===== src/rtl/axis_frame_pkg.sv =====
// Shared constants, FSM state type and LFSR helper for the AXI-Stream frame checker.
package axis_frame_pkg;

    localparam int TUSER_SOF = 0;
    localparam int TUSER_EOF = 1;
    localparam int TUSER_SOL = 2;
    localparam int TUSER_EOL = 3;

    localparam int ERR_SOF_IN_FRAME  = 0;
    localparam int ERR_OUTSIDE_FRAME = 1;
    localparam int ERR_SOL_IN_LINE   = 2;
    localparam int ERR_EOL_TLAST     = 3;
    localparam int ERR_BEATS         = 4;
    localparam int ERR_LINES         = 5;
    localparam int ERR_WIDTH         = 6;

    localparam logic [15:0] LFSR_SEED = 16'hACE1;

    // Bit-reversed form of 0x04C11DB7 for the LSB-first CRC-32 datapath
    localparam logic [31:0] CRC32_POLY_REFL = 32'hEDB8_8320;

    typedef enum logic [1:0] {
        ST_IDLE     = 2'd0,
        ST_IN_FRAME = 2'd1,
        ST_IN_LINE  = 2'd2
    } state_t;

    // Fibonacci LFSR, taps 16,14,13,11
    function automatic logic [15:0] lfsr_step(input logic [15:0] v);
        return {v[14:0], v[15] ^ v[13] ^ v[12] ^ v[10]};
    endfunction

endpackage


===== src/rtl/axis_frame_crc32.sv =====
// Running CRC-32 over full data words, little-endian byte order, LSB-first bits.
// Only instantiated when AXIS_FRAME_CRC_EN is defined.
module axis_frame_crc32
    import axis_frame_pkg::*;
#(
    parameter int DATA_WIDTH = 64
) (
    input  logic                  aclk,
    input  logic                  aclk_reset_n,
    input  logic                  clr,
    input  logic                  beat,
    input  logic                  restart,
    input  logic [DATA_WIDTH-1:0] data,
    output logic [31:0]           crc_final
);

    logic [31:0] crc;
    logic [31:0] crc_nxt;

    always_comb begin
        crc_nxt = restart ? 32'hFFFF_FFFF : crc;
        for (int i = 0; i < DATA_WIDTH; i++) begin
            crc_nxt = (crc_nxt >> 1) ^ ((crc_nxt[0] ^ data[i]) ? CRC32_POLY_REFL : 32'h0);
        end
    end

    assign crc_final = ~crc_nxt;

    always_ff @(posedge aclk or negedge aclk_reset_n) begin
        if (!aclk_reset_n) begin
            crc <= 32'hFFFF_FFFF;
        end else if (clr) begin
            crc <= 32'hFFFF_FFFF;
        end else if (beat) begin
            crc <= crc_nxt;
        end
    end

endmodule


===== config.mk =====
export PLATFORM = sky130hd
export DESIGN_NAME = axis_frame_crc32
export DESIGN_NICKNAME = d
export VERILOG_FILES = /design/src/rtl/axis_frame_pkg.sv /design/src/rtl/axis_frame_crc32.sv
export SDC_FILE = /design/constraint.sdc
export NUM_CORES = 1
export LEC_CHECK = 0
export ABC_AREA = 1
export CAP_MARGIN = 15
export CORE_ASPECT_RATIO = 0.75
export CORE_MARGIN = 8
export CORE_UTILIZATION = 66
export DETAILED_ROUTE_END_ITERATION = 12
export GPL_ROUTABILITY_DRIVEN = 0
export PLACE_DENSITY = 0.94
export SLEW_MARGIN = 25
export SYNTH_ARGS = -nofsm -noshare
export SYNTH_HDL_FRONTEND = slang
export SYNTH_SLANG_ARGS = --single-unit

===== constraint.sdc =====
create_clock -name aclk -period 11.7 [get_ports aclk]
set_input_delay 1.17 -clock aclk [delete_from_list [all_inputs] [get_ports aclk]]
set_output_delay 1.17 -clock aclk [all_outputs]
set_load 0.1 [all_outputs]

# Yosys cells after proc, flatten, opt, wreduce, memory -nomap -nowiden
# Index checks and enable logic that the tools add are counted.
[totals]
in_bits = 69
n_memories = 0
elab_cells = 198
latchBits = 0
register_bits = 32
output_inout_bits = 32
mem_bits_rw = 0
romBits = 0
[op_classes]
multipliers = 0
n_div = 0
n_eq_ne = 0
n_addsub = 0
n_reduce_logical = 1
order_cmp = 0
muxes = 67
n_bitwise = 129
n_shift = 0
[op_table]
columns = ["cell", "n"]
rows = [
  ["$mux W32", 67],
  ["$xor A31 B32 Y32", 64],
  ["$xor A1 B1 Y1", 64],
  ["$not A32 Y32", 1],
  ["$reduce_bool A2 Y1", 1],
]

# Depth between registers and ports, before layout
[logic_depth]
depth_word = 195
depth_mapped = 56
mapped_depth_nobuf = 55

# Worst setup path after synthesis
# Ideal clock, no wire load.
[synth_path]
path_type = "input -> output"
startpoint = "input restart"
endpoint = "output crc_final[11]"
slack_ns = 3.876
arrival_ns = 6.654
path_buffers = 3
t_required_ns = 10.530
cell_stages = 47
cell_sequence = "buf_6 > buf_8 > nor2_4 > nor2_4 > nor2_4 > nand2_1 > nand2_4 > nand2_2 > nand3b_2 > nand2_4 > inv_4 > nand2_2 > nand3_1 > nand2_2 > nand2_2 > nand2_4 > nand2_2 > nand2_2 > (+11 left out) > nand2_4 > nand2_4 > inv_2 > nor2_4 > nand2_2 > nand2_2 > nand2_4 > nand2_8 > nand2_2 > nand2_4 > nand2_1 > nand2_1 > inv_1 > nand2_2 > nand2_2 > buf_4 > xor2_1 > xnor2_1"
[synth_between]
elab_chain_cells = 86
word_cells_on_any_way = 178
cone_classes = "57 x mux; 121 x bitwise"
[synth_rtl]
columns = ["item", "line_no", "rtl"]
rows = [
  ["start: declaration", "axis_frame_crc32.sv:12", "input logic restart,"],
  ["$mux W32 *", "axis_frame_crc32.sv:21", "crc_nxt = restart ? 32'hFFFF_FFFF : crc;"],
  ["$xor A1 B1 Y1 or $xor A31 B32 Y32 (tied branches)", "axis_frame_crc32.sv:23", "crc_nxt = (crc_nxt >> 1) ^ ((crc_nxt[0] ^ data[i]) ? CRC32_POLY_REFL : 32'h0);"],
  ["$mux W32 (tied with other cells)", "axis_frame_crc32.sv:23", ""],
  ["$xor A31 B32 Y32 * (6 in series)", "axis_frame_crc32.sv:23", ""],
  ["$xor A1 B1 Y1 or $xor A31 B32 Y32 (tied branches)", "axis_frame_crc32.sv:23", ""],
  ["$mux W32 (tied with other cells)", "axis_frame_crc32.sv:23", ""],
  ["$xor A31 B32 Y32 * (6 in series)", "axis_frame_crc32.sv:23", ""],
  ["$xor A1 B1 Y1 or $xor A31 B32 Y32 (tied branches)", "axis_frame_crc32.sv:23", ""],
  ["(+41 left out)", "-", ""],
  ["$xor A31 B32 Y32 * (6 in series)", "axis_frame_crc32.sv:23", ""],
  ["$xor A1 B1 Y1 or $xor A31 B32 Y32 (tied branches)", "axis_frame_crc32.sv:23", ""],
  ["$mux W32 (tied with other cells)", "axis_frame_crc32.sv:23", ""],
  ["$xor A31 B32 Y32 * (6 in series)", "axis_frame_crc32.sv:23", ""],
  ["$xor A1 B1 Y1 or $xor A31 B32 Y32 (tied branches)", "axis_frame_crc32.sv:23", ""],
  ["$mux W32 (tied with other cells)", "axis_frame_crc32.sv:23", ""],
  ["$xor A31 B32 Y32 * (10 in series)", "axis_frame_crc32.sv:23", ""],
  ["$not A32 Y32 *", "axis_frame_crc32.sv:27", "assign crc_final = ~crc_nxt;"],
  ["end: declaration", "axis_frame_crc32.sv:14", "output logic [31:0] crc_final"],
]
# Every way passes the cells marked *; elsewhere a longest branch is shown, timed or not.

# Worst setup path after layout
[layout_path]
startpoint = "input restart"
endpoint = "output crc_final[20]"
[layout_between]
elab_chain_cells = 88
word_cells_on_any_way = 188
cone_classes = "62 x mux; 126 x bitwise"
[layout_rtl]
columns = ["item", "line_no"]
rows = [
  ["$mux W32 *", "axis_frame_crc32.sv:21"],
  ["$xor A1 B1 Y1 or $xor A31 B32 Y32 (tied branches)", "axis_frame_crc32.sv:23"],
  ["$mux W32 or $xor A31 B32 Y32 (tied branches)", "axis_frame_crc32.sv:23"],
  ["$xor A31 B32 Y32 * (6 in series)", "axis_frame_crc32.sv:23"],
  ["$xor A1 B1 Y1 or $xor A31 B32 Y32 (tied branches)", "axis_frame_crc32.sv:23"],
  ["$mux W32 or $xor A31 B32 Y32 (tied branches)", "axis_frame_crc32.sv:23"],
  ["$xor A31 B32 Y32 * (6 in series)", "axis_frame_crc32.sv:23"],
  ["$xor A1 B1 Y1 or $xor A31 B32 Y32 (tied branches)", "axis_frame_crc32.sv:23"],
  ["(+49 left out)", "-"],
  ["$xor A31 B32 Y32 * (6 in series)", "axis_frame_crc32.sv:23"],
  ["$xor A1 B1 Y1 or $xor A31 B32 Y32 (tied branches)", "axis_frame_crc32.sv:23"],
  ["$mux W32 or $xor A31 B32 Y32 (tied branches)", "axis_frame_crc32.sv:23"],
  ["$xor A31 B32 Y32 * (6 in series)", "axis_frame_crc32.sv:23"],
  ["$xor A1 B1 Y1 or $xor A31 B32 Y32 (tied branches)", "axis_frame_crc32.sv:23"],
  ["$mux W32 or $xor A31 B32 Y32 (tied branches)", "axis_frame_crc32.sv:23"],
  ["$xor A31 B32 Y32 * (4 in series)", "axis_frame_crc32.sv:23"],
  ["$not A32 Y32 *", "axis_frame_crc32.sv:27"],
]
# Marked as above.

==> flow_summary.rst <==
.. list-table::
   :header-rows: 1

   * - Metric
     - Value
   * - Top cell by count, worst path
     - sky130_fd_sc_hd__nand2_1
   * - Flip-flop cell with the highest count after synthesis
     - sky130_fd_sc_hd__dfstp_2
   * - Asr flop ratio synth
     - 1.00
   * - Core Footprint
     - ~19000 µm²
   * - Final ANT Viol Nets
     - 0
   * - Cell variety after synth
     - 44
   * - Type of the most critical hold path
     - reg2reg
   * - Maximum clock frequency
     - 0.0996 GHz
   * - Yosys Warn Count
     - 0
   * - N_diodes
     - 0
   * - Filler cell count
     - around 1600
   * - CTS tree
     - built
   * - Cell row count
     - 44
   * - Global router's overall resource usage
     - 0.345
   * - Critical path start-end classification
     - in2out
   * - Sum of negative setup slack
     - 0 ps
   * - Clock Pin Slew Worst Setup and Hold Paths
     - 50 ps
   * - RSZ-0062 raised after global routing
     - false
   * - Hold Buf Count CTS
     - 0
   * - Slowest Stage Delay on Critical Path
     - 1140 ps
   * - Post-Syn Area per Cell
     - 5.74 µm²
   * - Root Buffer Master
     - sky130_fd_sc_hd__clkbuf_16
   * - Number of iterations in the first detailed-routing pass
     - 10
   * - Post-synthesis sequential area ratio
     - 0.0645
   * - Transition time of the tightest slew-check pin
     - about 1000 ps
   * - Sinks on the clock net
     - 32
   * - Worst Setup End Kind
     - output port
   * - Data arrival at the endpoint of the critical path
     - approximately 8900 ps
   * - Number of nets at the end of the flow
     - approximately 2400
   * - Number of flip-flops under the largest register name
     - 32
   * - Biggest regs
     - crc x32
   * - Growth of design area from synthesis to finish
     - 9.70%
   * - Share of cells above drive strength 1
     - 0.222
   * - Via count of the first global-routing pass
     - roughly 14000
   * - Flip-flop and latch count after synthesis
     - 32
   * - Number of antenna violations at the first check in global routing
     - 0
   * - Worst hold path cell count
     - 2
   * - Gates resized, CTS repair
     - 0
   * - DRC violation count after routing
     - 0
   * - Storage element area
     - 841 µm²
   * - Top library cells by usage in the layout, fill and taps aside
     - 933 x sky130_fd_sc_hd__nand2_1, 292 x sky130_fd_sc_hd__nand3_1, 206 x sky130_fd_sc_hd__inv_1
   * - Number of pins exceeding their max-slew limit in the final report
     - 0
   * - Post-Synthesis Cell Area
     - 13000 µm²
   * - Logic depth of the worst register-to-register path
     - 48
   * - Crit Path Max Fanout
     - 30
   * - Crit-path slowest cell
     - sky130_fd_sc_hd__clkdlybuf4s50_1
   * - Total vias in the final route
     - 15500
   * - Synthesized netlist cell count
     - roughly 2300
   * - Relative slew slack
     - 0.327
   * - Area enclosed by the die boundary
     - between 20000 and 25000 µm²
   * - Commonest non-fill, non-tap cell in the layout
     - sky130_fd_sc_hd__nand2_1
   * - Worst-case register-to-register setup slack
     - ~5000 ps
   * - DP HPWL
     - about 37 mm
   * - Average wire per standard cell
     - roughly 17 µm
   * - Period Utilization, post-route
     - 0.858
   * - H-tree levels
     - 2
   * - Fin. Hold Viols
     - 0
   * - Worst flop-to-flop path startpoint
     - crc[2]
   * - Number of maximum-capacitance constraint violations
     - 0
   * - Outcome
     - finished, final reports clean
   * - Final setup violation count
     - 0
   * - Width of the die
     - 178 µm
   * - Wire length of the first global-routing pass
     - between 60 and 70 mm
   * - Congestion Overflow GR
     - 0
   * - Area of the multi-input gates
     - 10900 µm²
   * - Largest clock skew in the final design
     - 3.35 ps
   * - Number of enable-type register cells in the synthesized netlist
     - 0
   * - Worst path required time
     - between 10000 and 15000 ps
   * - Detailed Route WL
     - 44.0 mm
   * - Die Y
     - 138 µm
   * - Post-route minimum period
     - around 10000 ps
   * - Post-Synthesis Net Count
     - 2340
   * - Via density per instance
     - 5.92
   * - Share of the core filled with cells in the final layout
     - 0.738
   * - Initial cell density of the core
     - 0.673
   * - End of the worst register-to-register path
     - crc[18]
   * - Register with the most flip-flops
     - crc
   * - Worst Hold Launch
     - crc[30]
   * - Top-level I/O count
     - ~100
   * - Number of buffers inserted during clock tree synthesis
     - 5
   * - Number of violations reported at the end of detailed-routing iteration 0
     - 2128
   * - Buffers inserted by post-CTS timing repair
     - 0
   * - Count of buffers inserted at the top-level ports
     - 100
   * - Number of buffers between clock root and the deepest sink
     - 2
   * - Hold Crit Endpoint
     - crc[30]
   * - CP Launch Type
     - input port
   * - Insertion delay to the later sink of the worst-skew pair
     - 270 ps
   * - Largest net degree at the start of global routing
     - 46
[layout make-up]
| class | instances | share of cell area |
|---|---|---|
| clock buffers | 7 | 0.0107 |
| inverters | 279 | 0.0755 |
| multi-input cells | 1941 | 0.762 |
| flip-flops and latches | 32 | 0.0588 |
| well taps | 253 | 0.0221 |
| repair buffers | 103 | 0.0712 |
[per-stage QoR]
step	area (µm²)	cells	setup slack, ps	hold slack [ps]
2_1_floorplan	13000	2271	3880	475
3_3_place_gp	14200	2608	2220	539
3_5_place_dp	14200	2608	1980	543
4_1_cts	14300	2615	1960	550
5_1_grt	14300	2615	1210	576
6_report	14300	2615	1660	560
[routing by layer]
metal / global-route usage / routed length (µm) / vias to the layer above
li1: - / - / 7201
met4: 0.132 / 1790 / 0
met1: 0.454 / 16800 / 6851
met5: 0 / 0 / -
met2: 0.538 / 18300 / 1210
met3: 0.0833 / 7080 / 214
[cell usage after synthesis (6+ instances only)]
master,number,area share
sky130_fd_sc_hd__a21oi_1,30,0.012
sky130_fd_sc_hd__buf_6,6,0.0052
sky130_fd_sc_hd__dfstp_2,32,0.064
sky130_fd_sc_hd__inv_1,206,0.059
sky130_fd_sc_hd__inv_2,58,0.017
sky130_fd_sc_hd__inv_4,13,0.0062
sky130_fd_sc_hd__nand2_1,933,0.27
sky130_fd_sc_hd__nand2_2,191,0.092
sky130_fd_sc_hd__nand2_4,108,0.093
sky130_fd_sc_hd__nand2_8,6,0.0092
sky130_fd_sc_hd__nand3_1,292,0.11
sky130_fd_sc_hd__nand3_2,44,0.034
sky130_fd_sc_hd__nand3b_1,18,0.010
sky130_fd_sc_hd__nor2_1,42,0.012
sky130_fd_sc_hd__nor2_2,14,0.0067
sky130_fd_sc_hd__nor2_4,19,0.016
sky130_fd_sc_hd__o21ai_1,19,0.0073
sky130_fd_sc_hd__or2_1,6,0.0029
sky130_fd_sc_hd__xnor2_1,38,0.026
sky130_fd_sc_hd__xor2_1,140,0.094
sky130_fd_sc_hd__xor2_2,6,0.0075
[worst max-delay path, delay by kind of cell]
kind | cells | cell delay, ps
and+or+nand+nor | 40 | 4990
buffers and inverters | 8 | 2360
xor gates and xnor gates | 1 | 360
[worst max path at each step]
| stage | startpoint | endpoint | cells after the start |
|---|---|---|---|
| after floorplan | restart | crc_final[11] | 47 |
| after global placement | data[2] | crc_final[20] | 50 |
| after detailed placement | data[2] | crc_final[20] | 52 |
| after CTS | data[2] | crc_final[20] | 52 |
| after global routing | data[2] | crc_final[26] | 52 |
| final | restart | crc_final[20] | 49 |
[logic make-up after synthesis]
kind of cell,share of synthesized area
AOI/OAI and AO/OA,0.0238
xor gates and xnor gates,0.138
buffers and inverters,0.0999
DFF,0.0645
and+or+nand+nor,0.674
Power is not shown: default switching activity piles up to over one toggle a cycle in this logic, so the estimate is an artifact.
